$ cat config.mk
export PLATFORM = sky130hd
export DESIGN_NAME = router_input_port
export DESIGN_NICKNAME = d
export VERILOG_FILES = /design/src/rtl/router_pkg.sv /design/src/rtl/router_route_calc.sv /design/src/rtl/router_input_port.sv
export SDC_FILE = /design/constraint.sdc
export NUM_CORES = 1
export LEC_CHECK = 0
export BUFFER_PORTS_ARGS = -buffer_cell sky130_fd_sc_hd__buf_2
export CAP_MARGIN = 20
export CORE_MARGIN = 2
export CORE_UTILIZATION = 59
export CTS_CLUSTER_DIAMETER = 100
export DETAILED_ROUTE_END_ITERATION = 8
export PLACE_DENSITY = 0.91
export SLEW_MARGIN = 20
export SYNTH_ARGS = -nofsm -noshare
export SYNTH_HDL_FRONTEND = slang
export SYNTH_SLANG_ARGS = --single-unit
export TNS_END_PERCENT = 1
$ cat constraint.sdc
create_clock -name clk_i -period 4.74 [get_ports clk_i]
set_input_delay 0.474 -clock clk_i [delete_from_list [all_inputs] [get_ports clk_i]]
set_output_delay 0.474 -clock clk_i [all_outputs]
set_load 0.02 [all_outputs]
$ cat src/rtl/router_pkg.sv
// Shared types and flit layout helpers for the mesh router.
// Optional feature macro used by the input port: ROUTER_PORT_CNT_EN.
package router_pkg;

    typedef enum logic [1:0] {
        RT_MESH  = 2'd0,
        RT_TORUS = 2'd1
    } router_type;

    typedef enum logic [1:0] {
        ROUTE_SELF = 2'd0,
        ROUTE_NS   = 2'd1,
        ROUTE_WE   = 2'd2,
        ROUTE_DIAG = 2'd3
    } route_e;

    localparam int NUM_OUTPUTS      = 4;
    localparam int FLIT_PAYLOAD_LSB = 0;

    // Flit layout is {dst_y, dst_x, payload}; offsets depend on the field widths
    function automatic int flitXLsb(input int dataW);
        return dataW;
    endfunction

    function automatic int flitYLsb(input int dataW, input int xW);
        return dataW + xW;
    endfunction

endpackage

$ cat src/rtl/router_route_calc.sv
// Route computation: compares a flit destination against this router's coordinates.
module router_route_calc
    import router_pkg::*;
#(
    parameter int selfx = 2,
    parameter int selfy = 2,
    parameter int maxx  = 2,
    parameter int maxy  = 2
) (
    input  logic [maxx-1:0] dst_x,
    input  logic [maxy-1:0] dst_y,
    output route_e          route_o
);

    localparam logic [maxx-1:0] SELF_X = maxx'(selfx);
    localparam logic [maxy-1:0] SELF_Y = maxy'(selfy);

    logic w_xEq;
    logic w_yEq;

    assign w_xEq = (dst_x == SELF_X);
    assign w_yEq = (dst_y == SELF_Y);

    always_comb begin
        route_o = ROUTE_DIAG;
        if (w_xEq && w_yEq) begin
            route_o = ROUTE_SELF;
        end else if (w_xEq) begin
            route_o = ROUTE_NS;
        end else if (w_yEq) begin
            route_o = ROUTE_WE;
        end
    end

endmodule

$ cat src/rtl/router_input_port.sv
// Mesh router input port: flit FIFO with head-of-line route steering to four outputs.
// Optional popped-flit counter output fwd_cnt_o when ROUTER_PORT_CNT_EN is defined.
module router_input_port
    import router_pkg::*;
#(
    parameter int DATA_W = 8,
    parameter int maxx   = 2,
    parameter int maxy   = 2,
    parameter int selfx  = 2,
    parameter int selfy  = 2,
    parameter int DEPTH  = 4
) (
    input  logic                          clk_i,
    input  logic                          rst_i,
    input  logic                          in_valid_i,
    output logic                          in_ready_o,
    input  logic [maxy+maxx+DATA_W-1:0]   in_flit_i,
    output logic [3:0]                    out_valid_o,
    input  logic [3:0]                    out_ready_i,
    output logic [maxy+maxx+DATA_W-1:0]   out_flit_o,
    output logic [$clog2(DEPTH):0]        count_o
`ifdef ROUTER_PORT_CNT_EN
    ,
    output logic [15:0]                   fwd_cnt_o
`endif
);

    localparam int FLIT_W = maxy + maxx + DATA_W;
    localparam int PTR_W  = $clog2(DEPTH);
    localparam int CNT_W  = PTR_W + 1;
    localparam int X_LSB  = flitXLsb(DATA_W);
    localparam int Y_LSB  = flitYLsb(DATA_W, maxx);
    localparam logic [CNT_W-1:0] FULL_CNT = CNT_W'(DEPTH);

    logic [FLIT_W-1:0] r_mem [DEPTH];
    logic [PTR_W-1:0]  r_wrPtr;
    logic [PTR_W-1:0]  r_rdPtr;
    logic [CNT_W-1:0]  r_count;

    logic [FLIT_W-1:0] w_head;
    route_e            w_route;
    logic              w_push;
    logic              w_pop;
    logic              w_notEmpty;

    assign w_head     = r_mem[r_rdPtr];
    assign w_notEmpty = (r_count != '0);

    router_route_calc #(
        .selfx (selfx),
        .selfy (selfy),
        .maxx  (maxx),
        .maxy  (maxy)
    ) u_routeCalc (
        .dst_x   (w_head[X_LSB +: maxx]),
        .dst_y   (w_head[Y_LSB +: maxy]),
        .route_o (w_route)
    );

    // Ready depends only on registered occupancy so upstream sees no comb path
    assign in_ready_o  = (r_count != FULL_CNT);
    assign out_valid_o = w_notEmpty ? (4'b0001 << w_route) : 4'b0000;
    assign out_flit_o  = w_head;
    assign count_o     = r_count;

    assign w_push = in_valid_i && in_ready_o;
    assign w_pop  = |(out_valid_o & out_ready_i);

    always_ff @(posedge clk_i) begin
        if (w_push) begin
            r_mem[r_wrPtr] <= in_flit_i;
        end
    end

    always_ff @(posedge clk_i or posedge rst_i) begin
        if (rst_i) begin
            r_wrPtr <= '0;
            r_rdPtr <= '0;
            r_count <= '0;
        end else begin
            if (w_push) begin
                r_wrPtr <= r_wrPtr + 1'b1;
            end
            if (w_pop) begin
                r_rdPtr <= r_rdPtr + 1'b1;
            end
            case ({w_push, w_pop})
                2'b10:   r_count <= r_count + 1'b1;
                2'b01:   r_count <= r_count - 1'b1;
                default: r_count <= r_count;
            endcase
        end
    end

`ifdef ROUTER_PORT_CNT_EN
    logic [15:0] r_fwdCnt;

    always_ff @(posedge clk_i or posedge rst_i) begin
        if (rst_i) begin
            r_fwdCnt <= '0;
        end else if (w_pop && (r_fwdCnt != 16'hFFFF)) begin
            r_fwdCnt <= r_fwdCnt + 16'd1;
        end
    end

    assign fwd_cnt_o = r_fwdCnt;
`endif

endmodule

==> results.ini <==
[synthesis]
synthXorXnorAreaFrac_pct = 2.24
synth.distinct_cells = 29
synth_top_area_share_pct = 61.5
synth-adder-area-share_pct = 3.52
syn_inst = 124
yosys_register_bits = 55
synth_warnings = 0
syn_nets = 149
avgSynthCellArea_um2 = 18.9
synth_top_family_by_area = multiplexers
synthTopCellsByArea = edfxtp_1 (62%), mux4_2 (9.6%), dfrtp_1 (7.5%)
synth-simple-area-share_pct = 5.34
muxShareOfSynthArea_pct = 14.3
syn-cell-area_mm2 = 0.00234
yosysSeqAreaShare_pct = 69.0
synth_area_leader_cell = edfxtp_1
synth-compound-area-share_pct = 2.08

[flow_run]
maxCapViolCount = 0

[timing]
worst_pin_slew_ns = 0.885
grt_setup_unrepaired = no
post-route-period-util_pct = 68.6
finalHoldViolCount = 0
setup_ws_ns = 1.49
clock-skew-final_ns = 0.00300
finalSetupTns_ns = 0
period_minus_slack_ns = 3.25
drv_slew = 0
setup_viol = 0
max_freq_mhz = 307
slew_headroom_pct = 41.0

[cts]
ctsResizeCount = 0
cts_tree = done
cts-root-buf = clkbuf_8
clkSinkCount = 55
post_cts_buffers = 0
cts_hold_buffers = 0
clock_latency_ns = 0.30
cts.path.max_buffers = 2
clk_pin_slew_ns = 0.09
cts-buffers-inserted = 5
cts_max_level = 2

[drt]
avgRoutedWirePerCell_um = 17.2
viasPerCell = 5.57
num_vias = 1193
ant_nets = 0
drt_iter0_drc = 44
dr.pass1.iters = 4
drc_errors = 0
wirelength_um = 3670

[grt]
grt_pass1_wl_um = 5690
grt_start_max_net_pins = 19
grt_pass1_vias = 1198
antenna_found_initial = 0
grt-ovfl-total = 0
grt_use_total_pct = 18.3

[critical_path]
regToRegStartpoint = r_rdPtr[0]
worst_setup_path_end_kind = flip-flop
crit_required_ns = 4.96
reg2reg_to = count_o[2]
crit_type = reg2reg
r2r_slack_ns = 1.49
critPathLaunchType = flip-flop
crit_fanout = 16
cp.arrival_ns = 3.48
r2r_cells = 9

[cells_and_area]
nFillCells = 266
multi_input_comb_area_um2 = 643
utilization_pct = 70.2
nets = 190
layout-drive-gt1-share_pct = 35.5
diodes = 0
syn2layout_area_growth_pct = 12.2
ff_latch_area_mm2 = 0.00162

[die]
die_h_um = 67.0
core_mm2 = 0.00374
start_util_pct = 62.6
die_area_mm2 = 0.00449
rows = 22
io_pins = 39
fp.dieW_um = 67.0

[placed_design]
dp_hpwl_um = 2620
dp_slack_ns = 1.47
place_congestion = 0.843
io_buffers = 38

[min_path]
hold_path.class = in2async

[power_and_ir_drop]
vdd_ir_drop_max_uv = 408
p_per_area_mw_per_mm2 = 642
p_leak_nw = 1.02

[run_status]
outcome = finished, final reports clean

-- state kept, by name, indices dropped and copies added (netlist names) --
register  cells
r_rdPtr       2
r_wrPtr       2
count_o       3
r_mem        48
-- kinds of logic after synthesis --
family,count (synthesis)
simple gates,23
buf+inv,13
xor+xnor,6
compound gates,5
flops,55
fa+ha+maj,6
mux,16
-- Yosys cell counts (all sizes together) --
| library cell | count |
|---|---|
| o21ai | 1 |
| dfrtp | 7 |
| nand3 | 1 |
| inv | 9 |
| or3 | 1 |
| nor3 | 1 |
| nand2b | 4 |
| xnor2 | 4 |
| mux4 | 13 |
| edfxtp | 48 |
| xor2 | 2 |
| ha | 5 |
| o21bai | 1 |
| nor2 | 7 |
| o22ai | 1 |
| mux2i | 3 |
| and2b | 1 |
| and2 | 1 |
| clkbuf | 2 |
| buf | 2 |
| nand2 | 2 |
| and3 | 4 |
| nor2b | 1 |
| a221oi | 2 |
| fa | 1 |
-- layout by cell type (no fill, tap or decap), types with 2 or more instances in the layout --
| cell | count |
|---|---|
| edfxtp_1 | 48 |
| buf_2 | 38 |
| mux4_2 | 10 |
| inv_1 | 9 |
| nor2_1 | 7 |
| dfrtp_1 | 7 |
| ha_1 | 5 |
| clkbuf_8 | 5 |
| xnor2_1 | 4 |
| and3_1 | 4 |
| nand2b_1 | 3 |
| mux2i_1 | 3 |
| mux4_1 | 3 |
| xor2_1 | 2 |
-- critical path, stage by stage, from the launching register on --
cell	delay [ns]
dfrtp_1	0.93
mux4_2	0.68
mux2i_1	0.18
o22ai_2	0.26
ha_1	0.24
inv_1	0.06
fa_1	0.37
xor2_1	0.16
nor2_1	0.14
xor2_1	0.16
-- stage by stage --
stage / power, mW / hold slack [ns] / cells / instance area, µm²
after floorplan: 1.30 / 0.277 / 124 / 2340
after global placement: 1.43 / 0.409 / 206 / 2540
after detailed placement: 1.47 / 0.421 / 206 / 2540
after CTS: 1.71 / 0.0963 / 214 / 2630
after global routing: 1.79 / 0.114 / 214 / 2630
final: 1.69 / 0.0911 / 214 / 2630
-- worst max path at each step --
stage	slack (ns)	startpoint	cells after the start	end
after floorplan	2.27	r_mem[3][10]	10	count_o[2]
after global placement	1.66	r_rdPtr[0]	9	count_o[2]
after detailed placement	1.47	r_rdPtr[0]	9	count_o[2]
after CTS	1.44	r_rdPtr[0]	9	count_o[2]
after global routing	1.27	r_rdPtr[0]	9	count_o[2]
final	1.49	r_rdPtr[0]	9	count_o[2]
-- area by class of cell --
cell class	count	share of cell area, %
clock buffer	6	2.76
clock inverter	2	0.476
inverter	9	1.29
multi-input combinational	56	24.5
sequential	55	61.5
tap	48	2.28
timing repair buffer	38	7.23
-- report_power, final --
part / total [mW] / switching (mW) / internal [mW]
registers: 0.759 / 0.107 / 0.652
logic: 0.691 / 0.385 / 0.306
clock network: 0.240 / 0.136 / 0.103
-- metal layers --
metal,GRT usage (%),part of all wire (%),vias up
met3,5.41,5.0,4
li1,-,-,554
met2,30.2,56,33
met1,24.2,38,602
met5,0,0,-
met4,4.08,0.76,0
Power figures use the tool's default switching activity.
